--- src/rtl/ntt_sched_pkg.sv ---
// Shared types and elaboration helpers for the NTT stage scheduler.
// Holds the FSM encoding, the read-to-write pipeline depth and a clog2 for port widths.
package ntt_sched_pkg;

    typedef enum logic [1:0] {
        ST_IDLE  = 2'd0,
        ST_ISSUE = 2'd1,
        ST_DRAIN = 2'd2,
        ST_DONE  = 2'd3
    } sched_state_t;

    // Cycles from a read strobe to the matching write-back strobe.
    function automatic int pipe_delay(input int rd_lat, input int bfu_lat);
        return rd_lat + bfu_lat;
    endfunction

    function automatic int clog2(input int value);
        int result;
        result = 0;
        for (int i = 0; i < 31; i++) begin
            if ((1 << i) < value) begin
                result = i + 1;
            end
        end
        return result;
    endfunction

endpackage

--- src/rtl/ntt_delay_line.sv ---
// DEPTH x WIDTH shift register with asynchronous clear.
// Exposes the full-depth output plus bit 0 of stage TAP (used as an early valid tap).
module ntt_delay_line #(
    parameter int DEPTH = 3,
    parameter int WIDTH = 8,
    parameter int TAP   = 1
) (
    input  logic             clk,
    input  logic             rst_n,
    input  logic [WIDTH-1:0] din,
    output logic [WIDTH-1:0] dout,
    output logic             tap_lsb
);

    genvar gi;
    generate
        for (gi = 0; gi < DEPTH; gi++) begin : g_stage
            logic [WIDTH-1:0] q_reg;
            if (gi == 0) begin : g_head
                always_ff @(posedge clk or negedge rst_n) begin
                    if (!rst_n) begin
                        q_reg <= '0;
                    end else begin
                        q_reg <= din;
                    end
                end
            end else begin : g_tail
                always_ff @(posedge clk or negedge rst_n) begin
                    if (!rst_n) begin
                        q_reg <= '0;
                    end else begin
                        q_reg <= g_stage[gi-1].q_reg;
                    end
                end
            end
        end
    endgenerate

    assign dout    = g_stage[DEPTH-1].q_reg;
    assign tap_lsb = g_stage[TAP-1].q_reg[0];

endmodule

--- src/rtl/ntt_stage_sched.sv ---
// Address/strobe sequencer for an in-place N-point NTT/INTT on a ping-pong RAM pair.
// Issues one butterfly per cycle per stage, then drains the RAM+BFU pipeline before the next stage.
module ntt_stage_sched
    import ntt_sched_pkg::*;
#(
    parameter int LOGN    = 8,
    parameter int RD_LAT  = 1,
    parameter int BFU_LAT = 2
) (
    input  logic                     clk,
    input  logic                     rst_n,
    input  logic                     start,
    input  logic                     inv,
    output logic                     busy,
    output logic                     done,
    output logic [clog2(LOGN)-1:0]   stage,
    output logic                     rd_en,
    output logic                     rd_bank,
    output logic [LOGN-1:0]          rd_addr0,
    output logic [LOGN-1:0]          rd_addr1,
    output logic [LOGN:0]            tw_addr,
    output logic                     bfu_en,
    output logic                     wr_en,
    output logic                     wr_bank,
    output logic [LOGN-1:0]          wr_addr0,
    output logic [LOGN-1:0]          wr_addr1
);

    localparam int N  = 1 << LOGN;
    localparam int D  = pipe_delay(RD_LAT, BFU_LAT);
    localparam int SW = clog2(LOGN);
    localparam int CW = (D > 1) ? clog2(D) : 1;
    localparam int DW = 2 + 2 * LOGN;

    localparam logic [LOGN-1:0] K_LAST   = LOGN'(N / 2 - 1);
    localparam logic [SW-1:0]   S_LAST   = SW'(LOGN - 1);
    localparam logic [CW-1:0]   CNT_LAST = CW'(D - 1);
    localparam logic [LOGN-1:0] ONE      = LOGN'(1);

    sched_state_t    state_reg, state_next;
    logic [SW-1:0]   s_reg, s_next;
    logic [LOGN-1:0] k_reg, k_next;
    logic [CW-1:0]   cnt_reg, cnt_next;
    logic            inv_reg, inv_next;

    logic            rd_en_reg, busy_reg, done_reg;
    logic [LOGN-1:0] rd_addr0_reg, rd_addr1_reg;
    logic [LOGN:0]   tw_addr_reg;

    logic [SW-1:0]   span_sh, tw_sh;
    logic [LOGN-1:0] grp, ofs, addr0_next, addr1_next, tw_idx;
    logic            issue_next;

    always_comb begin
        state_next = state_reg;
        s_next     = s_reg;
        k_next     = k_reg;
        cnt_next   = cnt_reg;
        inv_next   = inv_reg;
        case (state_reg)
            ST_IDLE: begin
                if (start) begin
                    state_next = ST_ISSUE;
                    inv_next   = inv;
                    s_next     = '0;
                    k_next     = '0;
                end
            end
            ST_ISSUE: begin
                if (k_reg == K_LAST) begin
                    state_next = ST_DRAIN;
                    cnt_next   = '0;
                end else begin
                    k_next = k_reg + ONE;
                end
            end
            ST_DRAIN: begin
                if (cnt_reg == CNT_LAST) begin
                    if (s_reg == S_LAST) begin
                        state_next = ST_DONE;
                    end else begin
                        state_next = ST_ISSUE;
                        s_next     = s_reg + SW'(1);
                        k_next     = '0;
                    end
                end else begin
                    cnt_next = cnt_reg + CW'(1);
                end
            end
            ST_DONE:  state_next = ST_IDLE;
            default:  state_next = ST_IDLE;
        endcase
    end

    // Addresses are formed from the next-state counters so the registered outputs line up with ISSUE.
    always_comb begin
        issue_next = (state_next == ST_ISSUE);
        span_sh    = inv_next ? s_next : (S_LAST - s_next);
        tw_sh      = inv_next ? (S_LAST - s_next) : s_next;
        ofs        = k_next & ((ONE << span_sh) - ONE);
        grp        = k_next >> span_sh;
        addr0_next = ((grp << span_sh) << 1) | ofs;
        addr1_next = addr0_next | (ONE << span_sh);
        tw_idx     = (ONE << tw_sh) | grp;
    end

    always_ff @(posedge clk or negedge rst_n) begin
        if (!rst_n) begin
            state_reg    <= ST_IDLE;
            s_reg        <= '0;
            k_reg        <= '0;
            cnt_reg      <= '0;
            inv_reg      <= 1'b0;
            rd_en_reg    <= 1'b0;
            busy_reg     <= 1'b0;
            done_reg     <= 1'b0;
            rd_addr0_reg <= '0;
            rd_addr1_reg <= '0;
            tw_addr_reg  <= '0;
        end else begin
            state_reg <= state_next;
            s_reg     <= s_next;
            k_reg     <= k_next;
            cnt_reg   <= cnt_next;
            inv_reg   <= inv_next;
            rd_en_reg <= issue_next;
            busy_reg  <= (state_next == ST_ISSUE) || (state_next == ST_DRAIN);
            done_reg  <= (state_next == ST_DONE);
            if (issue_next) begin
                rd_addr0_reg <= addr0_next;
                rd_addr1_reg <= addr1_next;
                tw_addr_reg  <= {inv_next, tw_idx};
            end
        end
    end

    logic [DW-1:0] dl_in, dl_out;

    assign dl_in = {rd_addr1_reg, rd_addr0_reg, ~s_reg[0], rd_en_reg};

    ntt_delay_line #(
        .DEPTH (D),
        .WIDTH (DW),
        .TAP   (RD_LAT)
    ) u_delay (
        .clk     (clk),
        .rst_n   (rst_n),
        .din     (dl_in),
        .dout    (dl_out),
        .tap_lsb (bfu_en)
    );

    assign busy     = busy_reg;
    assign done     = done_reg;
    assign stage    = s_reg;
    assign rd_en    = rd_en_reg;
    assign rd_bank  = s_reg[0];
    assign rd_addr0 = rd_addr0_reg;
    assign rd_addr1 = rd_addr1_reg;
    assign tw_addr  = tw_addr_reg;
    assign wr_en    = dl_out[0];
    assign wr_bank  = dl_out[1];
    assign wr_addr0 = dl_out[2 +: LOGN];
    assign wr_addr1 = dl_out[2 + LOGN +: LOGN];

endmodule
--- config.mk ---
export PLATFORM = sky130hd
export DESIGN_NAME = ntt_stage_sched
export DESIGN_NICKNAME = d
export VERILOG_FILES = /design/src/rtl/ntt_sched_pkg.sv /design/src/rtl/ntt_delay_line.sv /design/src/rtl/ntt_stage_sched.sv
export SDC_FILE = /design/constraint.sdc
export NUM_CORES = 1
export LEC_CHECK = 0
export ABC_AREA = 1
export BUFFER_PORTS_ARGS = -buffer_cell sky130_fd_sc_hd__buf_2
export CAP_MARGIN = 20
export CORE_MARGIN = 2
export CORE_UTILIZATION = 59
export CTS_BUF_LIST = sky130_fd_sc_hd__clkbuf_4
export DETAILED_ROUTE_END_ITERATION = 8
export GPL_ROUTABILITY_DRIVEN = 0
export PLACE_DENSITY_LB_ADDON = 0.08
export SLEW_MARGIN = 10
export SYNTH_ARGS = -nofsm -noshare
export SYNTH_HDL_FRONTEND = slang
export SYNTH_SLANG_ARGS = --single-unit
--- constraint.sdc ---
create_clock -name clk -period 3.5 [get_ports clk]
set_clock_uncertainty 0.2 [all_clocks]
set_input_delay 1.05 -clock clk [delete_from_list [all_inputs] [get_ports clk]]
set_output_delay 1.05 -clock clk [all_outputs]
set_load 0.005 [all_outputs]
# After elaboration in Yosys (flattened, before gate mapping)
# Index checks and enable logic that the tools add are counted.
# totals
regBits,98
latch_bits,0
ramBits,0
rom_bits,0
inputBits,4
out_inout_bits,51
word_cells,64
n_memories,0
# op_classes
n_addsub,5
mul,0
n_div,0
order_cmp,0
eq_ne,11
shift,4
n_mux,21
n_bitwise,5
n_reduce_logical,4
# ops
cell,n
two-way mux 8 bit,4
OR 8 bit,3
case mux 8 bit (3 select lines),1
"left shift 1 x 3 -> 8 bit, first input constant",2
two-way mux 3 bit,5
two-way mux 2 bit,6
"equality test 2 bit, second input constant",5
"adder 8 x 1 -> 8 bit, second input constant",1
bitwise AND 8 bit,1
"equality test 8 x 7 -> 1 bit, second input constant",1
case mux 2 bit (4 select lines),1
left shift 8 x 3 -> 7 bit,1
right shift 8 x 3 -> 8 bit,1
"subtractor 8 x 1 -> 8 bit, second input constant",1
case mux 3 bit (2 select lines),1
"equality test 2 x 1 -> 1 bit, second input constant",2
"inequality test 2 bit, second input constant",2
case mux 2 bit (2 select lines),1
"adder 3 x 1 -> 3 bit, second input constant",1
"equality test 3 bit, second input constant",1
AND reduction 3 bit,1
"subtractor 3 bit, first input constant",1
"adder 2 x 1 -> 2 bit, second input constant",1
logical NOT 2 bit,1
4 further kinds,5

# Longest topological paths before layout
# Gate-level depths: netlist of the first run.
# logic_depth
depth_word,11
mapped_depth,21
mapped_depth_nobuf,21

# By module
# A second synthesis of the first run with hierarchy kept.
# hier_totals
hier_cells,450
area_unflattened_um2,4286.6
# modules_own_cells
module,n_inst,cells_each,area_each_um2,seq_area_each_um2
ntt_stage_sched,1,396,2935.3,1101.1
ntt_delay_line,1,54,1351.3,1351.3

# Worst setup path before layout of the first run
# No wires, ideal clock.
# synth_path
path_kind,input to register
startpoint,input port inv
endpoint,register rd_addr1_reg[6] (netlist: rd_addr1[6])
setup_time_ns,0.113
arrival_ns,2.646
required_ns,3.187
slack_ns,0.541
cell_stages,17
path_buffers,1
path_cell_list,nand3b_1 nand2_4 inv_4 nand3_1 nand2_2 buf_2 nor2_1 inv_1 ha_1 inv_1 xor2_1 nand3_1 nand3_1 nor2_1 nand3_1 nand2_1 inv_1
# synth_via
elab_chain_len,8
elab_cells_between_ends,10
cone_classes,add/sub (1); shift (3); mux (3); bitwise (3)
# synth_lines
item,line,rtl
"start, declared",ntt_stage_sched.sv:13,"input logic inv,"
two-way mux 1 bit *,ntt_stage_sched.sv:62,if (start) begin
two-way mux 1 bit *,ntt_stage_sched.sv:60,case (state_reg)
named net inv_next,ntt_stage_sched.sv:44,"logic inv_reg, inv_next;"
two-way mux 3 bit *,ntt_stage_sched.sv:98,span_sh = inv_next ? s_next : (S_LAST - s_next);
left shift 1 x 3 -> 8 bit,"ntt_stage_sched.sv:100, ntt_stage_sched.sv:103",
subtractor 8 x 1 -> 8 bit,ntt_stage_sched.sv:100,ofs = k_next & ((ONE << span_sh) - ONE);
bitwise AND 8 bit,ntt_stage_sched.sv:100,
OR 8 bit,ntt_stage_sched.sv:102,addr0_next = ((grp << span_sh) << 1) | ofs;
OR 8 bit *,ntt_stage_sched.sv:103,addr1_next = addr0_next | (ONE << span_sh);
"end signal, assigned",ntt_stage_sched.sv:131,rd_addr1_reg <= addr1_next;
"end, declared",ntt_stage_sched.sv:47,"logic [LOGN-1:0] rd_addr0_reg, rd_addr1_reg;"
# Mark *: on every way through the listed nets, which the timed path passes. The rest lies on a longest branch.
# A chain may end at the register's enable or synchronous reset.

# Worst setup path after layout of the first run
# layout_path
startpoint,register s_reg[1] (netlist: stage[1])
endpoint,register rd_addr1_reg[6] (netlist: rd_addr1[6])
# layout_via
elab_chain_len,11
elab_cells_between_ends,22
cone_classes,add/sub (3); eq/ne (2); shift (3); mux (11); bitwise (3)
# layout_lines
item,line,rtl
"start, declared",ntt_stage_sched.sv:41,"logic [SW-1:0] s_reg, s_next;"
"start signal, assigned",ntt_stage_sched.sv:122,s_reg <= s_next;
adder 3 x 1 -> 3 bit or equality test 3 bit (tied branches),"ntt_stage_sched.sv:83, ntt_stage_sched.sv:79",
two-way mux 3 bit,ntt_stage_sched.sv:79,if (s_reg == S_LAST) begin
two-way mux 3 bit,ntt_stage_sched.sv:78,if (cnt_reg == CNT_LAST) begin
case mux 3 bit (2 select lines),ntt_stage_sched.sv:60,
subtractor 3 bit,ntt_stage_sched.sv:98,
two-way mux 3 bit,ntt_stage_sched.sv:98,
left shift 1 x 3 -> 8 bit,"ntt_stage_sched.sv:100, ntt_stage_sched.sv:103",
subtractor 8 x 1 -> 8 bit,ntt_stage_sched.sv:100,
bitwise AND 8 bit,ntt_stage_sched.sv:100,
OR 8 bit,ntt_stage_sched.sv:102,
OR 8 bit,ntt_stage_sched.sv:103,
# Several ways; a longest one is shown, not always the timed one.

==> results.json, run 1 <==
{
  "syn_area_per_cell_um2": 9.181,
  "pin_count": 55,
  "die_h_um": 88.24,
  "synthesis.instances": 456,
  "p_leak_nw": 2.396,
  "synth_most_common_cell": "nand2_1",
  "fmax_ghz": 0.3356,
  "path_common_cell": "nand2_1",
  "numCtsBuffers": 9,
  "yosys-top-cells-count": "114 x nand2_1, 98 x dfrtp_1, 55 x nand3_1",
  "antenna_found_initial": 0,
  "cp.arrival_ns": 3.17,
  "yosysWarnings": 0,
  "maxCapViolCount": 0,
  "post_cts_resized": 0,
  "fin_crit_sh_pct": 85.13,
  "grt_max_degree": 59,
  "hp-class": "reg -> reg",
  "clock_sinks": 98,
  "synth_area_leader_cell": "dfrtp_1",
  "cts_hold_repair.buffers": 0,
  "ys_seq_area_share_pct": 58.58,
  "cts_max_level": 3,
  "syn_area_um2": 4187,
  "maxSlewViolCount": 0,
  "vias": 3072,
  "grt_pass1_vias": 2791,
  "area_growth_syn_to_layout_pct": 9.833,
  "max-slew-margin-rel_pct": 64.95,
  "path_delay_family": "simple AND/OR/NAND/NOR gates",
  "clk_pin_slew_worst_paths_ns": 0.16,
  "grt_overflow_total": 0,
  "die_area_um2": 7785,
  "ant_nets": 0,
  "wl_per_cell_um": 13.35,
  "worstMarginPinSlew_ns": 0.5258,
  "synth_fp_nets": 466,
  "post-cts-setup-buffers": 0,
  "port_buffers": 54,
  "die_w_um": 88.24,
  "num_antenna_cells": 0,
  "synthArstFlopShare_pct": 100.0,
  "setup_viol": 0,
  "synth_enable_flop_cells": 0,
  "synthTopCellsByArea": "dfrtp_1 59%, nand2_1 10%, nand3_1 6.6%",
  "crit_chain": "ha_1 > nand2_1 > nand2_1 > nand2_1 > nand3_2 > nand2_2 > nand2_1 > nand2_2 > nand2_1 > nor2_1 > inv_1 > ha_1 > inv_1 > xor2_1 > nand3_1 > nand3_1 > nor2_1 > nand3_1 > nand2_1 > inv_1",
  "drtIter0Drc": 206,
  "crit_slowest_cell": "dfrtp_1",
  "cp_max_fo": 13,
  "grt_use_total_pct": 22.18,
  "wirelength_um": 8025,
  "cts_max_path_buffers": 2,
  "synthFlopType": "dfrtp_1",
  "worst_setup_path_start_kind": "flip-flop",
  "status": "finished, final reports clean",
  "netlist.area_leader.share_pct": 58.58,
  "fin_crit_ns": 2.980,
  "finalNetCount": 510,
  "irDropWorstVdd_mv": 0.2002,
  "rsz0062_at_grt": "no",
  "drive_above_1_share_pct": 20.20,
  "via_per_inst": 5.111,
  "root_buffer": "clkbuf_4",
  "slowest_delay_ns": 0.45,
  "synth-seq-cells": 98,
  "power.density_nw_per_um2": 389.3,
  "critPathCaptureType": "flip-flop",
  "cts_tree": "done",
  "first_pass_iters": 5,
  "grt_pass1_wl_um": 13050,
  "crit_buf_inv": 3,
  "largest_register_ffs": 36,
  "coreArea_um2": 6832,
  "remaining_drc_errors": 0,
  "synth.distinct_cells": 31,
  "fin_tns_setup_ns": 0,
  "fp-row-count": 30,
  "critPathKind": "reg -> reg",
  "fin_util_pct": 67.31,
  "insertion_delay_ns": 0.46,
  "fillerInstances": 574,
  "initial_core_util_pct": 61.28,
  "dp_hpwl_um": 5794,
  "crit_required_ns": 3.69,
  "finalHoldViolCount": 0
}
==> final cells by class <==
class / instances / area, um^2 / share of cell area [%]
Clock inverter: 7 / 90.09 / 1.959
Clock buffer: 9 / 67.56 / 1.469
Tap cell: 96 / 120.1 / 2.612
Multi-Input combinational cell: 276 / 1333 / 28.98
Inverter: 56 / 212.7 / 4.626
Sequential cell: 98 / 2452 / 53.33
Timing Repair Buffer: 59 / 322.8 / 7.020
==> cell families after synthesis <==
group / after synthesis / share of synthesized area (%)
AND/OR/NAND/NOR: 234 / 25.13
flip-flops: 98 / 58.58
buffers and inverters: 82 / 9.593
AO/OA/AOI/OAI: 34 / 4.423
adder cells (fa/ha/maj): 6 / 1.793
XOR/XNOR: 1 / 0.2092
multiplexers: 1 / 0.2690
==> placed cells by master, fill, tap and decap left out, types with 3 or more instances in the layout <==
cell | Yosys | routed
a21oi_1 | 12 | 12
a31oi_1 | 4 | 4
buf_2 | 1 | 53
buf_4 | 18 | 5
clkbuf_4 | 0 | 9
dfrtp_1 | 98 | 98
ha_1 | 6 | 6
inv_1 | 53 | 53
nand2_1 | 114 | 114
nand2_2 | 7 | 7
nand3_1 | 55 | 55
nand4_1 | 8 | 8
nor2_1 | 31 | 31
nor2_2 | 7 | 7
o21ai_0 | 10 | 10
o21ai_1 | 3 | 3
or2_2 | 5 | 5
==> final timing paths <==
kind,start,end,slack [ns],cells past startpoint
worst max register to register,stage[1],rd_addr1[6],0.52,20
worst min-delay path,u_delay.g_stage[1].q_reg[13],u_delay.dout[13],0.15,0
min in group asynchronous,rst_n,rd_addr0[0],0.34,1
worst min register to register,u_delay.g_stage[1].q_reg[13],u_delay.dout[13],0.15,0
max in group asynchronous,rst_n,u_delay.dout[14],2.10,2
worst max-delay path,stage[1],rd_addr1[6],0.52,20
==> power breakdown <==
part	leakage (nW)	switching, mW	internal (mW)
registers	1.16	0	1.13
clock network	0.0770	0.401	0.231
logic	1.16	0.0214	0.00405
total	2.40	0.423	1.37
==> stage by stage <==
stage	power (mW)	cells	hold slack, ns	setup slack (ns)	instance area, um^2
2_1_floorplan	1.154	456	0.1312	0.5411	4187
5_1_grt	1.856	601	0.1715	0.2026	4598
3_5_place_dp	1.181	585	0.1347	0.2514	4441
3_3_place_gp	1.180	585	0.1313	0.2974	4441
4_1_cts	1.807	601	0.1635	0.5475	4598
6_report	1.790	601	0.1543	0.5205	4598
==> per-layer routing <==
metal  share of wire (%)  vias to the layer above  track usage (%)
li1                    -                     1519                -
met1                  46                     1405            31.34
met2                  44                      123            32.74
met3                 6.9                       25            6.437
met4                 2.9                        0            8.815
met5                   0                        -                0
Note: power is estimated with default switching activity, not from simulation.
==> inputs of run 2 (changes only) <==
--- a/config.mk
+++ b/config.mk
@@ -9,3 +9,3 @@
 export BUFFER_PORTS_ARGS = -buffer_cell sky130_fd_sc_hd__buf_2
-export CAP_MARGIN = 20
+export CAP_MARGIN = 25
 export CORE_MARGIN = 2
==> constraint.sdc (replaced) <==
create_clock -name clk -period 3.5 [get_ports clk]
set_clock_uncertainty 0.2 [all_clocks]
set_input_delay 0.175 -clock clk [delete_from_list [all_inputs] [get_ports clk]]
set_output_delay 0.175 -clock clk [all_outputs]
set_load 0.005 [all_outputs]
==> results.json, run 2 (synthesis results as in run 1) <==
{
  "drtIter0Drc": 227,
  "fin_cells": 605,
  "timing.hold.ws_ns": 0.1585,
  "finalHoldViolCount": 0,
  "max-slew-margin-rel_pct": 68.31,
  "largest_register_ffs": 36,
  "die_h_um": 88.24,
  "rsz0062_at_grt": "no",
  "fin_tns_setup_ns": 0,
  "multi_input_area_um2": 1333,
  "cts_tree": "done",
  "mostFrequentLayoutCells": "114 x nand2_1, 98 x dfrtp_1, 55 x nand3_1, 53 x inv_1, 53 x buf_2",
  "fmax_ghz": 0.3358,
  "grt_overflow_total": 0,
  "final_common_cell": "nand2_1",
  "root_buffer": "clkbuf_4",
  "clk_pin_slew_worst_paths_ns": 0.17,
  "remaining_drc_errors": 0,
  "area_growth_syn_to_layout_pct": 10.73,
  "dp_cells": 584,
  "worst_setup_path_start_kind": "flip-flop",
  "fin_crit_ns": 2.978,
  "numCtsBuffers": 9,
  "pin_count": 55,
  "critPathKind": "reg -> reg",
  "dp_hpwl_um": 5852,
  "status": "finished, final reports clean",
  "via_per_inst": 5.294,
  "maxCapViolCount": 0,
  "initial_core_util_pct": 61.28,
  "grt_use_total_pct": 23.28,
  "fin_ws_ns": 0.5224,
  "reg2reg_slack_ns": 0.52,
  "grt_pass1_wl_um": 13770,
  "fin_util_pct": 67.86,
  "fin_crit_sh_pct": 85.07,
  "first_pass_iters": 5,
  "setup.worst_path.start": "stage[1]",
  "vias": 3203,
  "insertion_delay_ns": 0.47,
  "post_cts_resized": 0,
  "pre_cts_ws_ns": 0.5559,
  "worstMarginPinSlew_ns": 0.4753,
  "irDropWorstVdd_mv": 0.2205,
  "rr_endpoint": "rd_addr1[6]",
  "cts_hold_repair.buffers": 5,
  "hp-class": "reg -> reg",
  "finalNetCount": 514,
  "hold_start": "u_delay.g_stage[1].q_reg[13]",
  "maxSlewViolCount": 0,
  "cts_max_level": 3,
  "die_w_um": 88.24,
  "cp_max_fo": 14,
  "critPathCaptureType": "flip-flop",
  "cts_max_path_buffers": 2,
  "setup_viol": 0,
  "grt_max_degree": 37,
  "ff2ff_path_depth": 20,
  "coreArea_um2": 6832,
  "fillerInstances": 579,
  "ant_nets": 0,
  "antenna_found_initial": 0,
  "p_leak_nw": 2.418,
  "die_area_um2": 7785,
  "wirelength_um": 8204,
  "post-cts-setup-buffers": 0,
  "port_buffers": 54,
  "regArea_um2": 2452,
  "endpoint": "rd_addr1[6]",
  "power.density_nw_per_um2": 388.4,
  "wl_per_cell_um": 13.56,
  "drive_above_1_share_pct": 19.84,
  "r2r_start": "stage[1]",
  "cp.arrival_ns": 3.17,
  "grt_pass1_vias": 2933,
  "crit_required_ns": 3.69,
  "fp-row-count": 30,
  "num_antenna_cells": 0,
  "clock_sinks": 98
}
## run 2: cell types whose count changed in the layout (fill, tap and decap cells not counted)
cell           change
inv_6              +1
clkinv_1           +1
clkinvlp_4         -2
dlygate4sd3_1      +4
## run 2: worst min path at each step
stage                     cells after the start          endpoint  slack (ns)
after floorplan                               0              busy       -0.32
after global placement                        1  u_delay.dout[10]       -0.08
after detailed placement                      1  u_delay.dout[10]       -0.08
after CTS                                     0   u_delay.dout[0]        0.16
after global routing                          0  u_delay.dout[13]        0.16
final                                         0  u_delay.dout[13]        0.16
## run 2: power breakdown
group          internal, mW  total [mW]  switching (mW)
registers              1.13        1.13               0
logic               0.00844      0.0310          0.0226
clock network         0.232       0.637           0.405
total                  1.37        1.80           0.428
## run 2: cell type report
| type | count | share of cell area (%) |
|---|---|---|
| inverter | 56 | 4.588 |
| multi-input combinational | 276 | 28.74 |
| timing repair buffer | 63 | 7.827 |
| tap | 96 | 2.591 |
| clock inverter | 7 | 1.889 |
| sequential | 98 | 52.90 |
| clock buffer | 9 | 1.457 |
## run 2: routing by layer
metal  vias to the layer above  share of wire, %  track usage, %
met4                         0               2.9           10.06
met5                         -                 0               0
met2                       149                46           35.48
met1                      1484                44           31.26
met3                        37               7.5           6.996
li1                       1533                 -               -
## run 2: through the flow
stage	instance area, um^2	power (mW)
2_1_floorplan	4187	1.154
3_3_place_gp	4420	1.180
3_5_place_dp	4420	1.180
4_1_cts	4636	1.827
5_1_grt	4636	1.875
6_report	4636	1.800
## run 2: worst max-delay path, stage by stage (launching register included)
cell     delay (ns)
dfrtp_1        0.44
ha_1           0.22
nand2_1        0.11
nand2_1        0.08
nand2_1        0.14
nand3_2        0.11
nand2_2        0.10
nand2_1        0.06
nand2_2        0.20
nand2_1        0.17
nor2_1         0.19
inv_1          0.06
ha_1           0.19
inv_1          0.08
xor2_1         0.07
nand3_1        0.07
nand3_1        0.07
nor2_1         0.14
nand3_1        0.08
nand2_1        0.06
inv_1          0.04
==> inputs of run 3 (changes only) <==
- CORE_UTILIZATION: 59 -> 60
- GPL_TIMING_DRIVEN: not set -> 0
- clock period: 3.5 -> 3.58 ns (I/O delays scaled with it)
==> results.json, run 3 (synthesis results as in run 1) <==
{
  "maxSlewViolCount": 0,
  "cp.arrival_ns": 3.40,
  "die_w_um": 87.53,
  "largest_register_ffs": 36,
  "maxCapViolCount": 0,
  "swShare_pct": 24.76,
  "hp-class": "in -> async",
  "numCtsBuffers": 9,
  "p_clk_share_pct": 32.7,
  "p_leak_nw": 2.503,
  "post_cts_resized": 0,
  "status": "finished, violations left",
  "cp_max_fo": 10,
  "final_common_cell": "nand2_1",
  "clk_pin_slew_worst_paths_ns": 0.17,
  "num_antenna_cells": 0,
  "cts_max_level": 3,
  "via_per_inst": 5.249,
  "finalHoldViolCount": 0,
  "path_common_cell": "nand2_1",
  "power_frac_comb_pct": 1.7,
  "worstMarginPinSlew_ns": 0.5867,
  "finalNetCount": 535,
  "coreArea_um2": 6756,
  "insertion_delay_ns": 0.47,
  "pin_count": 55,
  "crit_chain": "ha_1 > inv_1 > nor2_1 > nand3_1 > nand2_1 > inv_2 > nor2_1 > nand2_1 > ha_1 > clkbuf_1 > buf_1 > o21ai_0 > nand2_1",
  "rsz0062_at_grt": "no",
  "fmax_ghz": 0.3132,
  "antenna_found_initial": 0,
  "fp-row-count": 30,
  "fillerInstances": 541,
  "p_sw_mw": 0.4178,
  "die_h_um": 87.53,
  "multi_input_area_um2": 1333,
  "timing.hold.ws_ns": 0.03783,
  "r2r_start": "k_reg[1]",
  "cts_max_path_buffers": 2,
  "power.density_nw_per_um2": 355.3,
  "setup_viol": 0,
  "critPathCaptureType": "flip-flop",
  "fin_tns_setup_ns": 0,
  "first_pass_iters": 9,
  "mostFrequentLayoutCells": "114 x nand2_1, 98 x dfrtp_1, 55 x nand3_1, 54 x buf_2, 53 x inv_1",
  "globalRouteMet3Util_pct": 4.524,
  "port_buffers": 54,
  "die_area_um2": 7662,
  "violations": "design-rule violations",
  "root_buffer": "clkbuf_4",
  "ant_nets": 0,
  "grt_max_degree": 55,
  "grt_overflow_total": 0,
  "slowest_delay_ns": 0.50,
  "fin_crit_ns": 3.193,
  "regArea_um2": 2452,
  "cts_tree": "done",
  "grt_pass1_vias": 3042,
  "clock_sinks": 98,
  "remaining_drc_errors": 1,
  "setup.worst_path.start": "k_reg[1]",
  "dp_hpwl_um": 6093,
  "critPathKind": "reg -> reg",
  "use_met1_pct": 31.92,
  "seqPwrFrac_pct": 65.6,
  "grt_pass1_wl_um": 13860,
  "area_growth_syn_to_layout_pct": 13.48,
  "initial_core_util_pct": 61.96,
  "vias": 3202,
  "worst_setup_path_start_kind": "flip-flop",
  "grtUsageMet2_pct": 37.12,
  "irDropWorstVdd_mv": 0.2163,
  "p_int_mw": 1.270,
  "crit_required_ns": 3.79,
  "drive_above_1_share_pct": 22.64,
  "wirelength_um": 8435,
  "fin_crit_sh_pct": 89.19,
  "crit_slowest_cell": "clkbuf_1",
  "busiest_layer": "met2",
  "wl_per_cell_um": 13.83,
  "drtIter0Drc": 397,
  "grt_use_total_pct": 23.62,
  "max-slew-margin-rel_pct": 60.89
}
[run 3: repair_timing]
item,CTS,global route
setup buffers,0,0
hold buffers,3,0
endpoints found under the setup margin,0,0
hold endpoints to repair,103,0
[run 3: critical path: cells and delay by family, from the launching register on]
kind / cells / cell delay [ns]
flops: 1 / 0.44
simple gates: 6 / 0.59
fa+ha+maj: 2 / 0.56
buf+inv: 4 / 1.15
compound gates: 1 / 0.21
[run 3: area by class of cell]
cell class | instances | area share [%]
Sequential cell | 98 | 51.62
Clock inverter | 7 | 1.396
Multi-Input combinational cell | 276 | 28.05
Tap cell | 80 | 2.107
Timing Repair Buffer | 58 | 6.953
Clock buffer | 9 | 1.422
Inverter | 56 | 4.477
Buffer | 26 | 3.977
[run 3: per-stage QoR]
| stage | worst slack (ns) | util, % | area (um^2) | power [mW] | std cells |
|---|---|---|---|---|---|
| 2_1_floorplan | 1.065 | - | 4187 | 1.129 | 456 |
| 3_3_place_gp | 0.5396 | 67.44 | 4557 | 1.151 | 590 |
| 3_5_place_dp | 0.5055 | 67.89 | 4587 | 1.156 | 591 |
| 4_1_cts | 0.4618 | 70.31 | 4751 | 1.703 | 610 |
| 5_1_grt | 0.1878 | 70.31 | 4751 | 1.749 | 610 |
| 6_report | 0.3870 | 70.31 | 4751 | 1.688 | 610 |
[run 3: power groups by stage]
stage / logic (mW) / registers [mW] / clock network, mW
finish: 0.0285 / 1.11 / 0.552
global route: 0.0341 / 1.11 / 0.607
CTS: 0.0305 / 1.11 / 0.565
detailed placement: 0.0278 / 1.13 / 0
global placement: 0.0232 / 1.13 / 0
floorplan: 0.000365 / 1.13 / 0
[run 3: final timing paths]
kind | end | slack [ns] | cells after the start
min in group clk | u_delay.g_stage[1].q_reg[3] | 0.14 | 0
min reg2reg | u_delay.g_stage[1].q_reg[3] | 0.14 | 0
max | tw_addr[2] | 0.39 | 13
min | u_delay.g_stage[0].q_reg[1] | 0.04 | 2
max reg2reg | tw_addr[2] | 0.39 | 13
max in group asynchronous | rd_addr0[4] | 2.48 | 3
[run 3: layer usage]
metal / vias to the layer above / part of all wire, %
li1: 1577 / -
met1: 1463 / 43
met2: 130 / 46
met3: 32 / 7.7
met4: 0 / 2.8
met5: - / 0
